[src/rtl/serial_tx_uart_pkg.sv]
// Shared definitions for the serial transmit back end: FSM encodings, frame width
// and the default baud divisor for a 50 MHz clock at 115200 baud.
package serial_tx_uart_pkg;

    localparam int UART_DATA_BITS       = 8;
    localparam int DEFAULT_CLKS_PER_BIT = 434;

    typedef enum logic [1:0] {
        S_IDLE  = 2'd0,
        S_START = 2'd1,
        S_DATA  = 2'd2,
        S_STOP  = 2'd3
    } tx_state_e;

endpackage

[src/rtl/serial_tx_uart_byte_fifo.sv]
// Circular byte FIFO with a combinational head. Full/empty come from the registered
// count, so a push while full is dropped even if a pop happens on the same edge.
module byte_fifo #(
    parameter int AW = 4,
    parameter int W  = 8
) (
    input  logic          clock,
    input  logic          reset,
    input  logic          push,
    input  logic          pop,
    input  logic [W-1:0]  din,
    output logic [W-1:0]  dout,
    output logic [AW:0]   count,
    output logic          full,
    output logic          empty
);

    localparam logic [AW:0] DEPTH = (AW+1)'(2**AW);

    logic [W-1:0]  mem [2**AW];
    logic [AW-1:0] wr_ptr;
    logic [AW-1:0] rd_ptr;
    logic          push_ok;
    logic          pop_ok;

    assign full    = (count == DEPTH);
    assign empty   = (count == '0);
    assign push_ok = push && !full;
    assign pop_ok  = pop && !empty;
    assign dout    = mem[rd_ptr];

    always_ff @(posedge clock or posedge reset) begin
        if (reset) begin
            wr_ptr <= '0;
            rd_ptr <= '0;
            count  <= '0;
        end else begin
            if (push_ok) wr_ptr <= wr_ptr + 1'b1;
            if (pop_ok)  rd_ptr <= rd_ptr + 1'b1;
            case ({push_ok, pop_ok})
                2'b10:   count <= count + 1'b1;
                2'b01:   count <= count - 1'b1;
                default: count <= count;
            endcase
        end
    end

    // Storage needs no reset: the pointers alone define which entries are valid.
    always_ff @(posedge clock) begin
        if (push_ok) mem[wr_ptr] <= din;
    end

endmodule

[src/rtl/serial_tx_uart.sv]
// 8N1 UART transmitter fed by a byte FIFO. Handshake: a byte is accepted on any rising
// edge with wr_en_in=1 while ready_out=1; writes while full are dropped and flagged.
module serial_tx_uart
    import serial_tx_uart_pkg::*;
#(
    parameter int CLKS_PER_BIT = DEFAULT_CLKS_PER_BIT,
    parameter int FIFO_AW      = 4
) (
    input  logic               clock,
    input  logic               reset,
    input  logic [7:0]         wr_data_in,
    input  logic               wr_en_in,
    output logic               ready_out,
    output logic               tx_out,
    output logic               busy_out,
    output logic [FIFO_AW:0]   fifo_count_out,
    output logic               overflow_out,
    output tx_state_e          state_out
);

    localparam logic [15:0] BAUD_LAST = 16'(CLKS_PER_BIT - 1);
    localparam logic [2:0]  BIT_LAST  = 3'(UART_DATA_BITS - 1);

    tx_state_e   state, state_n;
    logic [15:0] baud_cnt, baud_n;
    logic [2:0]  bit_idx, bit_n;
    logic [7:0]  shift_reg, shift_n;
    logic        tx_reg, tx_n;
    logic        overflow;
    logic        baud_done;
    logic        fifo_pop;
    logic [7:0]  fifo_dout;
    logic        fifo_full;
    logic        fifo_empty;

    byte_fifo #(.AW(FIFO_AW), .W(8)) u_fifo (
        .clock (clock),
        .reset (reset),
        .push  (wr_en_in),
        .pop   (fifo_pop),
        .din   (wr_data_in),
        .dout  (fifo_dout),
        .count (fifo_count_out),
        .full  (fifo_full),
        .empty (fifo_empty)
    );

    assign baud_done    = (baud_cnt == BAUD_LAST);
    assign ready_out    = !fifo_full;
    assign tx_out       = tx_reg;
    assign busy_out     = (state != S_IDLE);
    assign overflow_out = overflow;
    assign state_out    = state;

    always_ff @(posedge clock or posedge reset) begin
        if (reset) begin
            state     <= S_IDLE;
            baud_cnt  <= '0;
            bit_idx   <= '0;
            shift_reg <= '0;
            tx_reg    <= 1'b1;
        end else begin
            state     <= state_n;
            baud_cnt  <= baud_n;
            bit_idx   <= bit_n;
            shift_reg <= shift_n;
            tx_reg    <= tx_n;
        end
    end

    always_comb begin
        state_n  = state;
        baud_n   = baud_cnt;
        bit_n    = bit_idx;
        shift_n  = shift_reg;
        tx_n     = tx_reg;
        fifo_pop = 1'b0;
        case (state)
            S_IDLE: begin
                tx_n = 1'b1;
                if (!fifo_empty) begin
                    fifo_pop = 1'b1;
                    shift_n  = fifo_dout;
                    baud_n   = '0;
                    tx_n     = 1'b0;
                    state_n  = S_START;
                end
            end
            S_START: begin
                if (baud_done) begin
                    baud_n  = '0;
                    tx_n    = shift_reg[0];
                    bit_n   = '0;
                    state_n = S_DATA;
                end else begin
                    baud_n = baud_cnt + 1'b1;
                end
            end
            S_DATA: begin
                if (baud_done) begin
                    baud_n = '0;
                    if (bit_idx == BIT_LAST) begin
                        tx_n    = 1'b1;
                        state_n = S_STOP;
                    end else begin
                        // Next line level is the bit that becomes shift[0] after this shift.
                        shift_n = shift_reg >> 1;
                        tx_n    = shift_reg[1];
                        bit_n   = bit_idx + 1'b1;
                    end
                end else begin
                    baud_n = baud_cnt + 1'b1;
                end
            end
            S_STOP: begin
                if (baud_done) begin
                    baud_n  = '0;
                    state_n = S_IDLE;
                end else begin
                    baud_n = baud_cnt + 1'b1;
                end
            end
            default: state_n = S_IDLE;
        endcase
    end

    always_ff @(posedge clock or posedge reset) begin
        if (reset)                      overflow <= 1'b0;
        else if (wr_en_in && fifo_full) overflow <= 1'b1;
    end

endmodule
[config.mk]
export PLATFORM = sky130hd
export DESIGN_NAME = serial_tx_uart
export DESIGN_NICKNAME = d
export VERILOG_FILES = /design/src/rtl/serial_tx_uart_pkg.sv /design/src/rtl/serial_tx_uart_byte_fifo.sv /design/src/rtl/serial_tx_uart.sv
export SDC_FILE = /design/constraint.sdc
export NUM_CORES = 1
export LEC_CHECK = 0
export ABC_AREA = 1
export ABC_CLOCK_PERIOD_IN_PS = 2800
export CAP_MARGIN = 25
export CORE_MARGIN = 2
export CORE_UTILIZATION = 55
export DETAILED_ROUTE_END_ITERATION = 10
export PLACE_DENSITY = 0.71
export SYNTH_ARGS = -nofsm -noshare
export SYNTH_HDL_FRONTEND = slang
export SYNTH_SLANG_ARGS = --single-unit
[constraint.sdc]
create_clock -name clock -period 2.8 [get_ports clock]
set_clock_uncertainty 0.05 [all_clocks]
set_input_delay 0.84 -clock clock [delete_from_list [all_inputs] [get_ports clock]]
set_output_delay 0.84 -clock clock [all_outputs]
set_load 0.1 [all_outputs]
# --- Word-level counts from Yosys, hierarchy flattened ---
# Memories as Yosys holds them, arrays and structs flattened.
# Cells that the tools add are included.
totals:
  n_memories: 1
  out_inout_bits: 11
  ram_bits: 128
  word_cells: 74
  regBits: 44
  inputBits: 11
mem_list:
  columns: ["memory", "depth", "word_bits", "rd", "rd_clocked_by_memory_dff", "wr", "line_no", "text"]
  rows:
  - ["u_fifo.mem", 16, 8, 1, 0, 1, "serial_tx_uart_byte_fifo.sv:20", "logic [W-1:0] mem [2**AW];"]
classes:
  n_reduce_logical: 17
  eq_ne: 14
  add_sub_neg: 6
  mux: 27
op_table:
  columns: ["op", "count"]
  rows:
  - ["$mux 16", 2]
  - ["$pmux 16 s2", 1]
  - ["$mux 8", 3]
  - ["$add 16x1->16 const B", 1]
  - ["$eq 16x9->1 const B", 1]
  - ["$pmux 8 s2", 1]
  - ["$ne 2x2->1 const B", 6]
  - ["$mux 2", 5]
  - ["$pmux 5 s2", 1]
  - ["$mux 3", 3]
  - ["$add 4x1->4 const B", 2]
  - ["$mux 1", 8]
  - ["$pmux 2 s4", 1]
  - ["$reduce_and 4->1", 2]
  - ["$reduce_bool 2->1", 4]
  - ["$eq 2x2->1 const B", 3]
  - ["$pmux 3 s2", 1]
  - ["$add 5x1->5 const B", 1]
  - ["$eq 5x5->1 const B", 1]
  - ["$logic_not 5->1", 1]
  - ["$reduce_and 5->1", 1]
  - ["$sub 5x1->5 const B", 1]
  - ["$eq 2x1->1 const B", 2]
  - ["$add 3x1->3 const B", 1]
  - ["other kinds (8)", 11]

# --- Longest topological paths before layout ---
depth:
  word_depth: 6
  mapped_depth: 17
  mapped_depth_nobuf: 17

# --- By module ---
# A second synthesis with hierarchy kept.
hier_totals:
  cells_unflattened: 908
  hier_area_um2: 8225.4
by_module_without_submodules:
  columns: ["mod", "cells_per_inst", "seq_area_each_um2", "n_inst", "area_each_um2"]
  rows:
  - ["byte_fifo", 625, 4169.0, 1, 6237.2]
  - ["serial_tx_uart", 283, 777.0, 1, 1988.2]

# --- Least setup slack after synthesis ---
# Ideal clock, no wire load.
synth_path:
  path_kind: "reg-to-reg"
  from: "register u_fifo.count[1]"
  to: "register u_fifo.count[4]"
  path_stages_with_launch: 16
  t_required_ps: 2630
  n_path_buf: 0
  setup_time_ps: 120
  period_less_slack_ps: 3546
  t_arrival_ps: 3376
  path_slack_ps: -746
  cell_sequence: "dfrtp_1 inv_1 nand3_1 nor2_1 inv_1 nand2_1 ha_1 xor2_1 ha_1 inv_1 nand2_1 and3_1 o21bai_1 nand2_1 nand2_1 nand2_1"
synth_via:
  elab_cells_between_ends: 14
  classes_between: "add/sub (2); eq/ne (3); mux (3); reduce/logical (6)"
synth_rtl:
  columns: ["item", "line_no", "text"]
  rows:
  - ["start: declaration", "serial_tx_uart_byte_fifo.sv:13", "output logic [AW:0] count,"]
  - ["start signal: assignment", "serial_tx_uart_byte_fifo.sv:41", "2'b10: count <= count + 1'b1;"]
  - ["start signal: assignment", "serial_tx_uart_byte_fifo.sv:42", "2'b01: count <= count - 1'b1;"]
  - ["start signal: assignment", "serial_tx_uart_byte_fifo.sv:43", "default: count <= count;"]
  - ["$eq 5x5->1 *", "serial_tx_uart_byte_fifo.sv:26", "assign full = (count == DEPTH);"]
  - ["$logic_not 1->1 *", null, null]
  - ["named net ready_out", "serial_tx_uart.sv:13", "output logic ready_out,"]
  - ["$logic_and 1x1->1 *", "serial_tx_uart_byte_fifo.sv:28", "assign push_ok = push && !full;"]
  - ["$eq 2x1->1 / $eq 2x2->1 (equally long branches)", "serial_tx_uart_byte_fifo.sv:40", "case ({push_ok, pop_ok})"]
  - ["$pmux 5 s2 / $reduce_bool 2->1 (equally long branches)", null, null]
# Mark *: on every way through the listed nets, which the timed path passes. The rest lies on a longest branch.
# A chain may end at the register's enable or synchronous reset.

# --- Worst setup path in the final report ---
layout_path:
  from: "register state[0], in the netlist state_out[0]"
  to: "output port busy_out"
layout_via:
  elab_chain_cells: 1
layout_lines:
  columns: ["item", "line_no", "text"]
  rows:
  - ["start: declaration", "serial_tx_uart.sv:24", "tx_state_e state, state_n;"]
  - ["start signal: assignment", "serial_tx_uart.sv:63", "state <= state_n;"]
  - ["$reduce_bool 2->1", "serial_tx_uart.sv:51", "assign busy_out = (state != S_IDLE);"]
  - ["end: declaration", "serial_tx_uart.sv:15", "output logic busy_out,"]
# No other way between the ends.

==> run summary <==
yosys warns -> 0
count leader, synth -> nand2_1
ANT nets after route -> 0
Core ar. -> 0.0139 mm^2
clock-pin slew on the worst setup and hold paths -> 70 ps
Synth Area in XOR/XNOR -> 0.0156
startpoint class of the critical path -> register
Clk Tree Root Cell -> clkbuf_16
number of synthesized flops with an enable pin -> 128
synth top area cells -> edfxtp_1 49%, dfrtp_1 14%, nand2_1 7.2%
Slew headroom -> 0.466
hpwl dp -> 10800 um
synthesized flop and latch total -> 172
cts hold-fix bufs -> 0
die area -> 0.0153 mm^2
die width -> 124 um
largest net degree at the start of global routing -> 81
Net Count, Synth -> 805
Logic pwr share -> 0.163
number of cells produced by synthesis -> 776
CP endpoint kind -> primary output
Async SR Flop Fraction -> 0.256
cts bufs inserted -> 17
CTS tree -> done
total grt overflow -> 0
Reg power frac -> 0.506
Yosys cell types -> 41
Synth top cells by count -> 151 x nand2_1, 128 x edfxtp_1, 120 x nor2_1
routed len/inst -> 16.5 um
clock power share -> 0.331
DRC violations left -> 0
Critical Path RT -> 1910 ps
Clock Latency Late Sink -> 420 ps
via count -> 5540
I/O Buffers -> 21
Hold Path Class -> reg -> reg
post-synthesis instance area -> 0.00788 mm^2
Tcrit/Tclk final -> 0.952
worst-margin pin slew -> 801 ps
routability cong. -> 0.838
initial core utilization -> 0.565
Via density -> 5.51
row count -> 43
Pre-Repair DR Iteration Count -> 5
Routed Wire Length -> 16600 um
Compound-Gate Fraction of Synth Area -> 0.0713
H-tree levels -> 4
mux cell area share after synthesis -> 0
Critical Path Fanout Max -> 6
first-pass GRT wire length -> 26200 um
Switching Share -> 0.290
RSZ-0062 raised after global routing -> no
Net Switching -> 1.79 mW
post-synthesis simple-gate area fraction -> 0.201
post-synthesis sequential area ratio -> 0.628
status -> finished clean
number of global-route vias before repair -> 5261
Adder-Cell Fraction of Synth Area -> 0.0286
Worst Path Arrival -> 1770 ps
Syn-to-layout area delta -> 13.1%
share of cells above drive strength 1 -> 0.119
clk sinks -> 172
All-Layer GR Usage -> 0.231
top-area cell type share of the netlist area -> 0.488
pre-CTS WS -> 35.0 ps
IO Count -> 22
initial antenna violation count -> 0
# diodes -> 0
Avg Inst Size Synth -> 10.2 um^2
final setup fails -> 0
power per cell area -> 694 mW/mm^2
clock buffer depth -> 2
Int Pwr -> 4.39 mW
Die Y -> 124 um
largest family of logic cells by synthesized area -> simple AND/OR/NAND/NOR gates
final setup margin -> 135 ps
Main synth FF type -> edfxtp_1
NumNets Final -> 842
First DRT Iteration DRCs -> 410
Setup Buffers After CTS -> 0
Hold WS -> 423 ps
fin crit period -> 2660 ps
Hold Vio Cnt, Final -> 0
VDD IR-drop max -> 457 uV
post_cts resized -> 0
worst setup path category -> reg -> out
Static Leak -> 3.67 nW
Max-Cap Viols -> 0
Synth area leader -> edfxtp_1
max reg flops -> 128
Peak Freq -> 375 MHz
R2R Setup Slk -> 240 ps
Max Slew Vio Count -> 0
==> stage by stage <==
stage                     area (um^2)  power (mW)  instances  TNS, ps   util
after floorplan                  7920        3.85        776     -116      -
after global placement           8390        4.15        974        0  0.602
after detailed placement         8390        4.18        974        0  0.602
after CTS                        8910        6.20       1006        0  0.639
after global routing             8910        6.41       1006        0  0.639
final                            8910        6.18       1006        0  0.639
==> critical path, stage by stage, from the launching register on <==
cell,delay (ps)
dfrtp_2,410
inv_1,90
ha_1,250
buf_4,160
inv_1,220
buf_12,220
==> logic make-up (layout without fill, tap and decap cells) <==
logic type                 Yosys count  count (layout)
xor gates and xnor gates            14              14
DFF                                172             172
adders and majority gates           18              18
and+or+nand+nor                    369             369
AOI/OAI and AO/OA                   98              98
buffers and inverters              105             155
==> routing by layer <==
layer	wire (um)	track usage
met5	0	0
met4	314	0.100
met3	1020	0.0389
met2	8400	0.379
met1	6830	0.305
==> final cells by class <==
class | instances | area, um^2
Timing Repair Buffer | 48 | 410
Clock inverter | 12 | 76.3
Multi-Input combinational cell | 499 | 2510
Clock buffer | 20 | 437
Inverter | 75 | 285
Sequential cell | 172 | 4960
Fill cell | 1072 | 5030
Tap cell | 180 | 225
==> final timing paths <==
kind                                       from              end  cells past startpoint
worst max-delay path               state_out[0]         busy_out                      5
worst max register to register  u_fifo.count[2]  u_fifo.count[4]                     16
min in group asynchronous                 reset      baud_cnt[0]                      2
worst min-delay path               overflow_out     overflow_out                      1
worst min register to register     overflow_out     overflow_out                      1
max in group asynchronous                 reset           tx_out                      3
==> power groups by stage <==
stage / logic (mW) / clock network, mW / registers [mW]
2_1_floorplan: 0.405 / 0 / 3.44
3_3_place_gp: 0.979 / 0 / 3.17
3_5_place_dp: 1.00 / 0 / 3.18
4_1_cts: 1.01 / 2.07 / 3.13
5_1_grt: 1.09 / 2.17 / 3.15
6_report: 1.01 / 2.05 / 3.13
==> placed cells by master (no fill, tap or decap), types with 4 or more instances in the layout <==
cell             Yosys  routed
nand2_1            151     150
edfxtp_1           128     128
nor2_1             120     119
nand3_1             75      75
inv_1               72      70
o21ai_0             57      57
buf_4                1      36
dfrtp_1             43      35
ha_1                18      17
clkbuf_16            0      17
a21oi_1             11      11
o211ai_1            11      11
xor2_1              11      11
clkdlybuf4s50_1      0      10
dfrtp_2              0       6
nand4_1              5       5
o22ai_1              5       5
o21ai_1              5       5
nor2_2               3       4
clkinvlp_4           0       4
Power figures use the tool's default switching activity.
